$ cat src/rtl/inbuf.sv
`default_nettype none
// ============================================================================
// Module   : inbuf
// Purpose  : Per-port input flit buffer. Stores incoming flits in a small
//            FIFO, checks HEAD/DATA/TAIL framing, returns one credit per
//            freed slot and presents the oldest flit to the output mux with
//            a valid/ready handshake.
// Ports    : clk, rst_ (sync, active-low)
//            idata/ivalid/ivch  - incoming flit, valid, VC tag
//            odata/ovalid/ovch  - head flit, valid, VC of current packet
//            oreq               - head flit is a HEAD (allocation request)
//            iready             - consumer accepts odata this cycle
//            ocredit            - one-cycle pulse per freed slot
//            ocount             - registered occupancy
//            oerr_ovf/oerr_proto- sticky overflow / framing errors
// Config   : define INBUF_BYPASS_EN to let a legal flit arriving at an empty
//            buffer with iready=1 cut straight through to the output.
// Revision : 1.0 - initial release
// ============================================================================

`ifndef TYPE_NONE
`define TYPE_NONE 3'd0
`endif
`ifndef TYPE_HEAD
`define TYPE_HEAD 3'd1
`endif
`ifndef TYPE_DATA
`define TYPE_DATA 3'd2
`endif
`ifndef TYPE_TAIL
`define TYPE_TAIL 3'd3
`endif

module inbuf #(
    parameter int DATA_W = 67,
    parameter int TYPE_W = 3,
    parameter int VCH_W  = 2,
    parameter int DEPTH  = 4
) (
    input  logic                       clk,
    input  logic                       rst_,
    input  logic [DATA_W-1:0]          idata,
    input  logic                       ivalid,
    input  logic [VCH_W-1:0]           ivch,
    output logic                       ocredit,
    output logic [DATA_W-1:0]          odata,
    output logic                       ovalid,
    output logic [VCH_W-1:0]           ovch,
    output logic                       oreq,
    input  logic                       iready,
    output logic [$clog2(DEPTH+1)-1:0] ocount,
    output logic                       oerr_ovf,
    output logic                       oerr_proto
);

    localparam int PTR_W = $clog2(DEPTH);
    localparam int CNT_W = $clog2(DEPTH + 1);
    localparam int ENT_W = DATA_W + VCH_W;

    localparam logic [CNT_W-1:0]  C_FULL   = CNT_W'(DEPTH);
    localparam logic [TYPE_W-1:0] C_T_HEAD = TYPE_W'(`TYPE_HEAD);
    localparam logic [TYPE_W-1:0] C_T_DATA = TYPE_W'(`TYPE_DATA);
    localparam logic [TYPE_W-1:0] C_T_TAIL = TYPE_W'(`TYPE_TAIL);

    typedef enum logic [0:0] {I_IDLE = 1'b0, I_BODY = 1'b1} istate_t;
    typedef enum logic [0:0] {O_IDLE = 1'b0, O_PKT  = 1'b1} ostate_t;

    // Each entry keeps the flit together with the VC it arrived on.
    logic [ENT_W-1:0]  r_mem [DEPTH];
    logic [PTR_W-1:0]  r_wptr;
    logic [PTR_W-1:0]  r_rptr;
    logic [CNT_W-1:0]  r_count;
    istate_t           r_istate;
    istate_t           w_istate_nxt;
    ostate_t           r_ostate;
    ostate_t           w_ostate_nxt;
    logic [VCH_W-1:0]  r_ovch;
    logic [VCH_W-1:0]  w_ovch_nxt;
    logic              r_credit;
    logic              r_err_ovf;
    logic              r_err_proto;

    logic [TYPE_W-1:0] w_in_type;
    logic              w_legal;
    logic              w_empty;
    logic              w_full;
    logic              w_bypass;
    logic              w_pop;
    logic              w_fifo_pop;
    logic              w_push;
    logic [ENT_W-1:0]  w_head_ent;
    logic [VCH_W-1:0]  w_head_vch;
    logic [TYPE_W-1:0] w_head_type;

    assign w_in_type = idata[DATA_W-1 -: TYPE_W];
    assign w_empty   = (r_count == '0);
    assign w_full    = (r_count == C_FULL);

    // A flit is legal only if it fits the framing state; anything else
    // (including NONE) is dropped before it can touch the FIFO.
    assign w_legal = ivalid &&
                     (((r_istate == I_IDLE) && (w_in_type == C_T_HEAD)) ||
                      ((r_istate == I_BODY) && ((w_in_type == C_T_DATA) ||
                                                (w_in_type == C_T_TAIL))));

`ifdef INBUF_BYPASS_EN
    assign w_bypass = w_empty && w_legal && iready;
`else
    assign w_bypass = 1'b0;
`endif

    assign w_head_ent  = r_mem[r_rptr];
    assign ovalid      = w_bypass || !w_empty;
    assign odata       = w_bypass ? idata :
                         (w_empty ? '0 : w_head_ent[ENT_W-1 -: DATA_W]);
    assign w_head_vch  = w_bypass ? ivch : w_head_ent[VCH_W-1:0];
    assign w_head_type = odata[DATA_W-1 -: TYPE_W];

    // A bypassed flit counts as a pop (credit, output FSM) but never
    // occupies a slot, so it must not move the pointers or the count.
    assign w_pop      = ovalid && iready;
    assign w_fifo_pop = w_pop && !w_bypass;
    assign w_push     = w_legal && (!w_full || w_pop) && !w_bypass;

    assign oreq       = ovalid && (w_head_type == C_T_HEAD) && (r_ostate == O_IDLE);
    assign ovch       = r_ovch;
    assign ocredit    = r_credit;
    assign ocount     = r_count;
    assign oerr_ovf   = r_err_ovf;
    assign oerr_proto = r_err_proto;

    // Input framing: advances only on flits actually accepted.
    always_comb begin
        w_istate_nxt = r_istate;
        if (w_push || w_bypass) begin
            if (w_in_type == C_T_HEAD) begin
                w_istate_nxt = I_BODY;
            end else if (w_in_type == C_T_TAIL) begin
                w_istate_nxt = I_IDLE;
            end
        end
    end

    // Output packet tracking: VC is captured from the HEAD as it leaves
    // and held until the next HEAD leaves.
    always_comb begin
        w_ostate_nxt = r_ostate;
        w_ovch_nxt   = r_ovch;
        if (w_pop) begin
            if (w_head_type == C_T_HEAD) begin
                w_ostate_nxt = O_PKT;
                w_ovch_nxt   = w_head_vch;
            end else if (w_head_type == C_T_TAIL) begin
                w_ostate_nxt = O_IDLE;
            end
        end
    end

    always_ff @(posedge clk) begin
        if (!rst_) begin
            r_istate    <= I_IDLE;
            r_ostate    <= O_IDLE;
            r_ovch      <= '0;
            r_wptr      <= '0;
            r_rptr      <= '0;
            r_count     <= '0;
            r_credit    <= 1'b0;
            r_err_ovf   <= 1'b0;
            r_err_proto <= 1'b0;
        end else begin
            r_istate <= w_istate_nxt;
            r_ostate <= w_ostate_nxt;
            r_ovch   <= w_ovch_nxt;
            r_credit <= w_pop;
            if (w_push) begin
                r_wptr <= r_wptr + PTR_W'(1);
            end
            if (w_fifo_pop) begin
                r_rptr <= r_rptr + PTR_W'(1);
            end
            if (w_push && !w_fifo_pop) begin
                r_count <= r_count + CNT_W'(1);
            end else if (!w_push && w_fifo_pop) begin
                r_count <= r_count - CNT_W'(1);
            end
            if (w_legal && w_full && !w_pop) begin
                r_err_ovf <= 1'b1;
            end
            if (ivalid && !w_legal) begin
                r_err_proto <= 1'b1;
            end
        end
    end

    // Storage is not reset; pointers and count define which entries are live.
    always_ff @(posedge clk) begin
        if (rst_ && w_push) begin
            r_mem[r_wptr] <= {idata, ivch};
        end
    end

endmodule

`default_nettype wire
$ cat config.mk
export PLATFORM = sky130hd
export DESIGN_NAME = inbuf
export DESIGN_NICKNAME = d
export VERILOG_FILES = /design/src/rtl/inbuf.sv
export SDC_FILE = /design/constraint.sdc
export NUM_CORES = 1
export LEC_CHECK = 0
export CAP_MARGIN = 20
export CORE_MARGIN = 5
export CORE_UTILIZATION = 45
export CTS_CLUSTER_DIAMETER = 80
export DETAILED_ROUTE_END_ITERATION = 8
export DONT_BUFFER_PORTS = 1
export PLACE_DENSITY = 0.68
export SETUP_SLACK_MARGIN = 0.05
export SLEW_MARGIN = 20
export SYNTH_ARGS = -nofsm -noshare
export SYNTH_HDL_FRONTEND = slang
export SYNTH_SLANG_ARGS = --single-unit
$ cat constraint.sdc
create_clock -name clk -period 5.9 [get_ports clk]
set_input_delay 0.295 -clock clk [delete_from_list [all_inputs] [get_ports clk]]
set_output_delay 0.295 -clock clk [all_outputs]
set_load 0.05 [all_outputs]
## Yosys cells after proc, flatten, opt, wreduce, memory -nomap -nowiden

Memory sizes are Yosys's and may differ from the RTL's. A register that Yosys moved wholly into a read port is not among the register bits.
Index checks and enable logic that the tools add are counted.

- Register bits: 14
- ROM bits: 0
- Bits of input ports: 73
- Memories kept: 1
- Output and inout bits: 77
- Bits in latches: 0
- Logic and storage cells: 61
- Memory bits (writable): 276

Memories:

| memory | depth | bits a word | rd ports | clocked after Yosys merged registers in | write ports | line | RTL |
|---|---|---|---|---|---|---|---|
| r_mem | 4 | 69 | 1 | 1 | 1 | 69 | `logic [ENT_W-1:0] r_mem [DEPTH];` |

- Bitwise gates (word level): 2
- Shift-type cells: 0
- Add/sub/neg operators: 4
- Div/mod/pow operators: 0
- $lt $le $gt $ge: 0
- Mux-type cells: 11
- $mul: 0
- Eq/ne operators: 6
- Reduce and logical (&&, ||, !) cells: 28

Operator list:

| cell | count |
|---|---|
| $mux W67 | 1 |
| $logic_and A1 B1 Y1 | 13 |
| $eq A3 B2 Y1 const B | 3 |
| $eq A3 B1 Y1 const B | 2 |
| $mux W1 | 6 |
| $mux W3 | 2 |
| $reduce_and A2 Y1 | 3 |
| $reduce_bool A2 Y1 | 3 |
| $logic_not A1 Y1 | 5 |
| $add A2 B1 Y2 const B | 2 |
| $mux W2 | 2 |
| $add A3 B1 Y3 const B | 1 |
| $eq A3 B3 Y1 const B | 1 |
| $logic_not A3 Y1 | 1 |
| $logic_or A1 B1 Y1 | 3 |
| $sub A3 B1 Y3 const B | 1 |
| $not A1 Y1 | 2 |

## Logic depth before layout (Yosys ltp)

Gate-level depths: netlist of run 1.

- Depth in word-level cells: 10
- Depth in mapped cells: 8
- Mapped depth without buffers: 8

## Worst setup path after synthesis of run 1

No wires, ideal clock.

- Kind: reg-to-reg
- From: register r_count[0], in the netlist ocount[0]
- To: memory r_mem[0][0] (netlist name) (enable)
- Data required time: 5.465 ns
- Buffers on the path: 0
- Clock period less this slack: 3.612 ns
- Data arrival time: 3.177 ns
- Path slack: 2.288 ns
- Cell stages (with the launch flop): 4
- Cells stage by stage: dfxtp_1 > nor4b_1 > a2111oi_4 > and3_1

- Cells in the longest elaborated chain, start to end: 8
- Elaborated cells on any way between the ends: 10
- Classes of those cells: 1 x eq/ne; 2 x mux; 7 x reduce/logical

RTL lines:

| element | line | RTL |
|---|---|---|
| start: declaration | 72 | `logic [CNT_W-1:0] r_count;` |
| start signal: assignment | 182 | `r_count <= r_count + CNT_W'(1);` |
| start signal: assignment | 184 | `r_count <= r_count - CNT_W'(1);` |
| $logic_not A3 Y1 | 96 | `assign w_empty = (r_count == '0);` |
| $logic_not A1 Y1 | 113 | `assign ovalid = w_bypass \|\| !w_empty;` |
| $logic_and A1 B1 Y1 | 121 | `assign w_pop = ovalid && iready;` |
| $logic_or A1 B1 Y1 * | 123 | `assign w_push = w_legal && (!w_full \|\| w_pop) && !w_bypass;` |
| $logic_and A1 B1 Y1 * | 123 |  |
| named net w_push | 90 | `logic w_push;` |
| $logic_and A1 B1 Y1 * | 197 | `if (rst_ && w_push) begin` |
| $mux W1 * | 197 |  |
| $mux W1 (not written as such) * | 198 | `r_mem[r_wptr] <= {idata, ivch};` |
| end: declaration | 69 |  |

The timed path passes the listed nets; every way through them passes the cells marked *.

## Final worst setup path of run 1

- From: register r_count[0], in the netlist ocount[0]
- To: output port odata[66]

- Cells in the longest elaborated chain, start to end: 2

RTL lines:

| element | line | RTL |
|---|---|---|
| $logic_not A3 Y1 | 96 |  |
| $mux W67 | 115 | `(w_empty ? '0 : w_head_ent[ENT_W-1 -: DATA_W]);` |
| end: declaration | 46 | `output logic [DATA_W-1:0] odata,` |

Every way passes these cells.

==> metrics.cfg, run 1 <==
[status]
status = finished, final reports clean

[timing]
maxSlewViolCount = 0
setup_viol = 0
hold_viol_final = 0
period_needed_ns = 3.324
max_freq_mhz = 300.8
setup_tns_ns = 0
relSlewSlack_pct = 28.51
finClkSkew_ns = 0.01145
rsz0062_at_grt = no
fin_crit_sh_pct = 56.34
worstMarginPinSlew_ns = 1.072

[grt]
grt_max_degree = 70
grt_antenna_before_repair = 2
grt_pass1_vias = 5495
overflow = 0
track_usage_pct = 14.50
grt_pass1_wl_mm = 31.86

[floorplanning]
start_util_pct = 45.71
pin_count = 150
dieArea_mm2 = 0.02802
die-width_um = 167.4
die_h_um = 167.4
core-area_mm2 = 0.02439
rows = 57

[clock_network]
cts.sinks = 292
clk_latency_ns = 0.53
numCtsBuffers = 29
post_cts_buffers = 0
cts_buffer_depth = 3
tritoncts = done
h-tree-depth = 1
root_buffer = clkbuf_16
clkTransAtPathRegs_ns = 0.06

[synth]
seq_area_frac_synth_pct = 77.21
syn_inst = 514
ys_warn_count = 0
synth_xor_area_share_pct = 0.3928
synth.area.top_cells = edfxtp_1 74%, mux4_2 14%, and2_1 4.0%
synth.area.mux_share_pct = 14.12
synth_top_family_by_area = multiplexers
yosysTopAreaCell = edfxtp_1
netlist_area_mm2 = 0.01115
synth_compound_area_share_pct = 0.9988
syn_nets = 593
yosys.area_share.simple_pct = 5.330
yosys.area_share.adder_pct = 0.7407
ys_types = 34
ys_ff_latch = 292
netlist.area_leader.share_pct = 74.34
syn_avg_cell_area_um2 = 21.69

[place]
place.gp.congestion = 0.6931
hpwl_mm = 11.89
placed_area_mm2 = 0.01149
port_buffers = 0

[routing]
routed_via_density = 5.333
finalWirelength_mm = 20.84
drcViolationCount = 0
drt_iter0_drc = 310
wire_per_inst_um = 22.05
dr.pass1.iters = 4
vias = 5040
ant_nets = 0

[setup_path]
crit_slowest_cell = dfxtp_1
path_cells = nor3_1, inv_2, buf_4, and2_1
cp-end-kind = output pin
criticalPathCategory = flop to output pin
critPathBufInv = 2
cp_slowest_stage_delay_ns = 0.77
startpoint_type = flop
path_max_fanout = 41
crit_arrival_ns = 3.03
cp_top_family = buffers and inverters
worstPathRequired_ns = 5.61

[cells_and_area]
multi_input_area_mm2 = 0.002432
drive_gt1_share_pct = 19.35
layout_commonest_cell = edfxtp_1
synthToLayoutAreaGrowth_pct = 18.43
regArea_mm2 = 0.008616
final_area_mm2 = 0.01320
fill_cells = 1880
nNetsFinal = 678
final_cell_mix = 276 x edfxtp_1, 72 x and2_1, 72 x dlygate4sd3_1

[pwr]
power_density_mw_per_mm2 = 479.7
ir_drop_v = 0.0002587
p_leak_uw = 0.004121

[hold_path]
hp-class = primary input to flop

[flow_run]
cap_viol_max_count = 0

-- path summary, 6_finish.rpt --
check,start,end,slack (ns),cells after the start
hold reg to reg,r_ostate,r_ostate,0.49,2
setup / recovery,ocount[0],odata[66],2.58,4
hold / removal,idata[66],oerr_proto,0.03,3
setup reg to reg,ocount[0],ocount[2],2.76,8
-- cells by family after synthesis --
logic type      count (synthesis)
compound gates                 13
xor+xnor                        5
fa+ha+maj                       6
buf+inv                        31
flops                         292
mux                            71
simple gates                   96
-- cells in the mapped netlist --
| library cell | instances |
|---|---|
| a21oi_1 | 1 |
| or3b_1 | 2 |
| nor2_1 | 1 |
| xor2_1 | 1 |
| inv_1 | 5 |
| a31oi_1 | 1 |
| nor4_1 | 1 |
| o31ai_1 | 3 |
| or3_1 | 1 |
| nor4b_1 | 2 |
| fa_1 | 1 |
| xnor2_1 | 4 |
| nand2b_1 | 2 |
| and2_1 | 72 |
| nor3_1 | 1 |
| o211ai_1 | 2 |
| o21a_1 | 1 |
| ha_1 | 5 |
| o21ai_0 | 2 |
| mux2i_1 | 2 |
| buf_6 | 1 |
| o211a_1 | 1 |
| nor2b_1 | 3 |
| buf_1 | 3 |
| clkbuf_1 | 13 |
| and3_1 | 5 |
| mux4_2 | 69 |
| a21boi_0 | 1 |
| nand3_1 | 2 |
| dfxtp_1 | 16 |
| edfxtp_1 | 276 |
| a2111oi_4 | 1 |
| buf_2 | 9 |
| nand2_1 | 4 |
-- stage by stage --
step / setup slack [ns] / std cells / power, uW / util (%) / hold WS [ns]
CTS: 2.424 / 939 / 6413 / 53.65 / 0.0001932
floorplan: 2.288 / 514 / 4418 / - / 0.3939
global placement: 2.833 / 815 / 4644 / 47.13 / 0.3942
finish: 2.576 / 945 / 6333 / 54.13 / 0.03028
detailed placement: 2.743 / 815 / 4658 / 47.13 / 0.3941
global route: 2.368 / 945 / 6603 / 54.13 / 0.02302
-- state kept, by name (all words and copies together) (netlist names), named ones only --
| name | cells |
|---|---|
| r_wptr | 2 |
| ocount | 3 |
| r_ostate | 1 |
| ovch | 2 |
| oerr_proto | 1 |
| r_mem | 276 |
| r_rptr | 2 |
| ocredit | 1 |
| oerr_ovf | 1 |
| r_istate | 1 |
-- worst register-to-register path: cells and delay by family (launching register included) --
| kind | cells | cell delay [ns] |
|---|---|---|
| and+or+nand+nor | 2 | 0.58 |
| adders and majority gates | 2 | 0.67 |
| AOI/OAI and AO/OA | 2 | 0.81 |
| xor gates and xnor gates | 1 | 0.18 |
| DFF | 1 | 0.77 |
| buffers and inverters | 1 | 0.06 |
-- timing repair --
action | CTS | global route
hold buffers | 72 | 0
endpoints found under the setup margin | 0 | 0
resized for setup | 0 | 0
hold endpoints to repair | 292 | 0
-- final cells by class --
| cell class | count | share of cell area [%] |
|---|---|---|
| Inverter | 5 | 0.1421 |
| Clock inverter | 14 | 0.8434 |
| Clock buffer | 38 | 5.752 |
| Timing Repair Buffer | 80 | 6.501 |
| Tap cell | 324 | 3.070 |
| Antenna cell | 1 | 0.01895 |
| Multi-Input combinational cell | 191 | 18.42 |
| Sequential cell | 292 | 65.25 |
-- metal layers --
layer | global-route usage [%] | share of wire (%) | vias to the layer above
met5 | 0 | 0.053 | -
met4 | 3.140 | 1.8 | 2
met3 | 4.173 | 6.3 | 26
met2 | 24.50 | 49 | 147
met1 | 18.97 | 43 | 2612
li1 | - | - | 2253
-- power breakdown --
group / internal, uW / switching [uW]
Sequential: 2300 / 144
Combinational: 537 / 1660
Clock: 984 / 703
(Power assumes the default switching activity.)
==> run 2, diff against run 1 <==
--- a/config.mk
+++ b/config.mk
@@ -11,7 +11,7 @@
 export CTS_CLUSTER_DIAMETER = 80
 export DETAILED_ROUTE_END_ITERATION = 8
 export DONT_BUFFER_PORTS = 1
-export PLACE_DENSITY = 0.68
+export PLACE_DENSITY = 0.7
 export SETUP_SLACK_MARGIN = 0.05
 export SLEW_MARGIN = 20
 export SYNTH_ARGS = -nofsm -noshare
==> constraint.sdc (replaced) <==
create_clock -name clk -period 2.7 [get_ports clk]
set_input_delay 0.135 -clock clk [delete_from_list [all_inputs] [get_ports clk]]
set_output_delay 0.135 -clock clk [all_outputs]
set_load 0.05 [all_outputs]
==> run 2 against run 1 <==
Effect of this change: die area unchanged; sequential share of layout area is 1.4 points lower; register-to-register slack got worse by 2.6 ns; setup slack got worse by 2.4 ns; global-route usage rose by 0.50 points; cell area up 2.3%; via count up 3.0%; clock skew is 0.0028 ns lower; critical path type is now flop to flop; critical endpoint is now ocount[2]; highest routed layer is now met4.
==> metrics.cfg, run 2 (synthesis gave the netlist of run 1 again) <==
[pwr]
ir_drop_v = 0.001216  ; was 0.0002587 V
p_clk_share_pct = 26.6  ; about the same
internal_power_uw = 8602  ; was 3824 uW
comb_power_share_pct = 37.4  ; was 34.7%
switching_share_pct = 39.71  ; was 39.62%
power_density_mw_per_mm2 = 1057  ; was 479.7 mW/mm^2
p_leak_uw = 0.004271  ; was 0.004121 uW
p_sw_uw = 5665  ; was 2509 uW
p_seq_share_pct = 36.0  ; was 38.6%
total_power_uw = 14270  ; was 6333 uW

[timing]
setup_tns_ns = 0  ; unchanged
finalHoldWorstSlack_ns = 0.02818  ; was 0.03028 ns
hold_viol_final = 0  ; unchanged
fin_crit_sh_pct = 94.70
setup_viol = 0  ; unchanged
maxSlewViolCount = 0  ; unchanged
postLayoutSetupSlackWorst_ns = 0.1431  ; was 2.576 ns
finClkSkew_ns = 0.008663  ; was 0.01145 ns
period_needed_ns = 2.557
relSlewSlack_pct = 56.73  ; was 28.51%
max_freq_mhz = 391.1
worstMarginPinSlew_ns = 0.6469  ; was 1.072 ns
rsz0062_at_grt = no  ; unchanged

[cells_and_area]
final_cells = 972  ; was 945
fill_cells = 1818  ; was 1880
synthToLayoutAreaGrowth_pct = 21.11  ; was 18.43%
regMostFlops = r_mem  ; unchanged
layout_commonest_cell = edfxtp_1  ; unchanged
drive_gt1_share_pct = 23.91  ; was 19.35%
regArea_mm2 = 0.008618  ; was 0.008616 mm^2
multi_input_area_mm2 = 0.002441  ; was 0.002432 mm^2
largest_reg_flops = 276  ; unchanged
final_cell_mix = 276 x edfxtp_1, 73 x dlygate4sd3_1, 72 x and2_1  ; was 276 x edfxtp_1, 72 x and2_1, 72 x dlygate4sd3_1
nNetsFinal = 700  ; was 678

[setup_path]
crit_slowest_cell = or3b_1  ; was dfxtp_1
cp_top_family = simple AND/OR/NAND/NOR gates  ; was buffers and inverters
path_max_fanout = 3  ; was 41
crit_arrival_ns = 3.01  ; was 3.03 ns
path_cells = or3b_1, a2111oi_4, ha_2, inv_1, fa_1, xor2_1, or3_1, a21boi_0  ; was nor3_1, inv_2, buf_4, and2_1
startpoint_type = flop  ; unchanged
worstPathRequired_ns = 3.15  ; was 5.61 ns
cp_slowest_stage_delay_ns = 0.43  ; was 0.77 ns
cp-end-kind = flop  ; was output pin
criticalPathCategory = flop to flop  ; was flop to output pin
critPathBufInv = 1  ; was 2

[grt]
grt_max_degree = 71  ; was 70
grt_pass1_wl_mm = 33.22  ; was 31.86 mm
overflow = 0  ; unchanged
grt_antenna_before_repair = 3  ; was 2
grt_pass1_vias = 5735  ; was 5495
track_usage_pct = 15.00  ; was 14.50%

[floorplanning]
core-area_mm2 = 0.02439  ; unchanged
die_h_um = 167.4  ; unchanged
start_util_pct = 45.71  ; unchanged
die-width_um = 167.4  ; unchanged
dieArea_mm2 = 0.02802  ; unchanged
pin_count = 150  ; unchanged
rows = 57  ; unchanged

[routing]
finalWirelength_mm = 21.27  ; was 20.84 mm
drcViolationCount = 0  ; unchanged
wire_per_inst_um = 21.88  ; was 22.05 um
drt_iter0_drc = 349  ; was 310
ant_nets = 0  ; unchanged
dr.pass1.iters = 4  ; unchanged
routed_via_density = 5.341  ; was 5.333
vias = 5191  ; was 5040

[place]
place.gp.congestion = 0.7444  ; was 0.6931
port_buffers = 0  ; unchanged
dpl.cell_count = 839  ; was 815
hpwl_mm = 13.00  ; was 11.89 mm
dp_slack_ns = 0.1775  ; was 2.743 ns

[clock_network]
clkTransAtPathRegs_ns = 0.06  ; about the same
cts_buffer_depth = 3  ; unchanged
cts.sinks = 292  ; unchanged
clk_latency_ns = 0.53  ; about the same
h-tree-depth = 1  ; unchanged
numCtsBuffers = 30  ; was 29
root_buffer = clkbuf_16  ; unchanged
tritoncts = done  ; unchanged

[flow_run]
cap_viol_max_count = 0  ; unchanged

[status]
status = finished, final reports clean  ; unchanged

[hold_path]
hp-class = primary input to flop  ; unchanged

run 2: changes by cell type in the layout (fill, tap and decap cells not counted), sizes merged:
| cell | change |
|---|---|
| clkbuf | +6 |
| dlygate4sd3 | +1 |
| clkinvlp | +3 |
| buf | +20 |
| diode | +3 |
| bufinv | -2 |
| clkinv | -4 |
run 2: final timing paths:
path | start | end | slack [ns] | cells past startpoint
worst max-delay path | r_istate | ocount[2] | 0.14 | 8
worst min-delay path | rst_ | r_mem[1][13] | 0.03 | 1
worst min register to register | r_ostate | r_ostate | 0.50 | 2
worst max register to register | r_istate | ocount[2] | 0.14 | 8
run 2: final cells by class:
type                            instances  share of cell area [%]
Timing Repair Buffer                  101                   7.987
Multi-Input combinational cell        191                   18.08
Antenna cell                            4                 0.07413
Sequential cell                       292                   63.82
Clock buffer                           44                   6.403
Tap cell                              324                   3.002
Inverter                                5                  0.1390
Clock inverter                         11                  0.4911
run 2: stage by stage:
| stage | cell area (um^2) | util [%] |
|---|---|---|
| floorplan | 11160 | - |
| global placement | 11820 | 48.44 |
| detailed placement | 11820 | 48.44 |
| CTS | 13480 | 55.25 |
| global route | 13500 | 55.35 |
| finish | 13500 | 55.36 |
run 2: what timing repair did:
action	4_1_cts	5_1_grt
setup endpoints to repair	0	1
hold buffers	73	0
resized for setup	0	2
setup buffers	0	1
endpoints found under the hold margin	298	0
run 2: metal layers:
metal  global-route usage (%)  part of all wire, %
met5                        0                    0
met4                    3.458                  1.7
met3                    4.008                  7.1
met2                    24.94                   50
met1                    20.10                   41
run 2: power groups by stage:
stage / registers, uW / clock network [uW] / logic (uW)
floorplan: 5290 / 0 / 4380
global placement: 5220 / 0 / 5250
detailed placement: 5230 / 0 / 5290
CTS: 5140 / 3880 / 5440
global route: 5150 / 4080 / 5640
finish: 5140 / 3790 / 5340
==> run 3, diff against run 2 <==
--- a/config.mk
+++ b/config.mk
@@ -8,6 +8,7 @@
 export CAP_MARGIN = 20
 export CORE_MARGIN = 5
 export CORE_UTILIZATION = 45
+export CTS_BUF_LIST = sky130_fd_sc_hd__clkbuf_16
 export CTS_CLUSTER_DIAMETER = 80
 export DETAILED_ROUTE_END_ITERATION = 8
 export DONT_BUFFER_PORTS = 1
==> run 3 against run 2 <==
Effect of this change: maximum frequency barely moved; critical path depth did not move; cell area down 0.32%; clock skew rose by 0.0012 ns; wire length fell by 0.14%; clock power down 4%; sequential power is essentially flat; critical endpoint unchanged; largest cell class unchanged.
==> metrics.cfg, run 3 (synthesis gave the netlist of run 1 again) <==
[timing]
rsz0062_at_grt = no  ; unchanged
worstMarginPinSlew_ns = 0.6443  ; was 0.6469 ns
fin_crit_sh_pct = 94.71  ; was 94.70%
maxSlewViolCount = 0  ; unchanged
max_freq_mhz = 391.0  ; was 391.1 MHz
setup_viol = 0  ; unchanged
relSlewSlack_pct = 56.90  ; was 56.73%
postLayoutSetupSlackWorst_ns = 0.1427  ; was 0.1431 ns
finClkSkew_ns = 0.009841  ; was 0.008663 ns
period_needed_ns = 2.557  ; about the same
setup_tns_ns = 0  ; unchanged
hold_viol_final = 0  ; unchanged

[clock_network]
root_buffer = clkbuf_16  ; unchanged
cts.sinks = 292  ; unchanged
numCtsBuffers = 30  ; unchanged
cts_buffer_depth = 3  ; unchanged
clk_latency_ns = 0.53  ; about the same
h-tree-depth = 1  ; unchanged
clkTransAtPathRegs_ns = 0.06  ; about the same
tritoncts = done  ; unchanged

[place]
hpwl_mm = 13.00  ; unchanged
dp_slack_ns = 0.1775  ; unchanged
place.gp.congestion = 0.7444  ; unchanged
placed_area_mm2 = 0.01182  ; unchanged
port_buffers = 0  ; unchanged

[floorplanning]
die-width_um = 167.4  ; unchanged
core-area_mm2 = 0.02439  ; unchanged
dieArea_mm2 = 0.02802  ; unchanged
die_h_um = 167.4  ; unchanged
rows = 57  ; unchanged
start_util_pct = 45.71  ; unchanged
pin_count = 150  ; unchanged

[status]
status = finished, final reports clean  ; unchanged

[pwr]
p_leak_uw = 0.004286  ; was 0.004271 uW
power_density_mw_per_mm2 = 1048  ; was 1057 mW/mm^2
ir_drop_v = 0.001224  ; was 0.001216 V
total_power_uw = 14110  ; was 14270 uW

[setup_path]
regToRegSetupSlack_ns = 0.14  ; about the same
r2r_end = ocount[2]  ; unchanged
reg2regPathDepth = 8  ; unchanged
crit_path_end = ocount[2]  ; unchanged
startpoint = r_istate  ; unchanged
crit_arrival_ns = 3.01  ; about the same
cp-end-kind = flop  ; unchanged
worstPathRequired_ns = 3.15  ; about the same
path_max_fanout = 3  ; unchanged
r2r_start = r_istate  ; unchanged
criticalPathCategory = flop to flop  ; unchanged
startpoint_type = flop  ; unchanged

[hold_path]
hp-class = primary input to flop  ; unchanged

[cells_and_area]
synthToLayoutAreaGrowth_pct = 20.73  ; was 21.11%
fill_cells = 1827  ; was 1818
drive_gt1_share_pct = 23.29  ; was 23.91%
nNetsFinal = 700  ; unchanged
final_area_mm2 = 0.01346  ; was 0.01350 mm^2
layout_commonest_cell = edfxtp_1  ; unchanged
largest_reg_flops = 276  ; unchanged
final_cell_mix = 276 x edfxtp_1, 73 x dlygate4sd3_1, 72 x and2_1  ; unchanged
regMostFlops = r_mem  ; unchanged
final_util_pct = 55.19  ; was 55.36%

[routing]
wire_per_inst_um = 21.87  ; was 21.88 um
finalWirelength_mm = 21.24  ; was 21.27 mm
drt_iter0_drc = 377  ; was 349
drcViolationCount = 0  ; unchanged
routed_via_density = 5.336  ; was 5.341
ant_nets = 0  ; unchanged
dr.pass1.iters = 4  ; unchanged
vias = 5181  ; was 5191

[grt]
grt_pass1_wl_mm = 33.27  ; was 33.22 mm
track_usage_pct = 15.02  ; was 15.00%
grt_max_degree = 71  ; unchanged
grt_pass1_vias = 5735  ; unchanged
grt_antenna_before_repair = 3  ; unchanged
overflow = 0  ; unchanged

[flow_run]
cap_viol_max_count = 0  ; unchanged

==> run 3: cell count changes in the layout (fill, tap and decap cells not counted) <==
cell / delta
diode_2: -1
inv_1: +9
clkbuf_1: -9
clkbuf_8: -4
clkinv_1: +4
==> run 3: critical path, stage by stage (launching register included) <==
cell and delay (ns):
dfxtp_1 0.33, or3b_1 0.43, a2111oi_4 0.36, ha_2 0.26, inv_1 0.05, fa_1 0.37, xor2_1 0.18, or3_1 0.32
a21boi_0 0.19
==> run 3: how the worst min path moves through the flow <==
stage | from | end | slack, ns | cells past startpoint
5_1_grt | rst_ | r_mem[1][13] | 0.006 | 1
6_report | rst_ | r_mem[1][13] | 0.03 | 1
3_3_place_gp | idata[36] | r_mem[2][38] | 0.23 | 0
3_5_place_dp | idata[13] | r_mem[3][15] | 0.23 | 0
4_1_cts | rst_ | r_mem[1][10] | 0.001 | 1
2_1_floorplan | ivch[0] | r_mem[0][0] | 0.23 | 0
==> run 3: stage by stage <==
stage / hold WS (ns) / cells
finish: 0.02655 / 971
global route: 0.006451 / 971
CTS: 0.001213 / 967
detailed placement: 0.2341 / 839
global placement: 0.2341 / 839
floorplan: 0.2339 / 514
==> run 3: area by class of cell <==
cell class,count,area [um^2],area share (%)
Inverter,5,18.77,0.1394
Clock inverter,24,115.1,0.8552
Tap cell,324,405.4,3.012
Antenna cell,3,7.507,0.05577
Clock buffer,31,775.7,5.763
Timing Repair Buffer,101,1079,8.013
Sequential cell,292,8618,64.03
Multi-Input combinational cell,191,2441,18.14
==> run 3: timing repair <==
action | CTS | global route
buffers inserted | 0 | 1
hold buffers | 73 | 0
resized for setup | 0 | 2
setup endpoints to repair | 0 | 1
endpoints found under the hold margin | 298 | 0
==> run 3: where the power goes <==
group / leakage [uW] / switching (uW) / internal (uW)
Clock: 0.000460 / 1570 / 2060
Sequential: 0.00262 / 99.6 / 5040
Combinational: 0.00121 / 3990 / 1350
Total: 0.00429 / 5660 / 8450
==> run 3: per-layer routing <==
metal | track usage, % | vias to the layer above | share of wire, %
li1 | - | 2301 | -
met1 | 20.12 | 2686 | 42
met2 | 24.94 | 168 | 49
met3 | 4.078 | 26 | 7.1
met4 | 3.458 | 0 | 1.7
met5 | 0 | - | 0
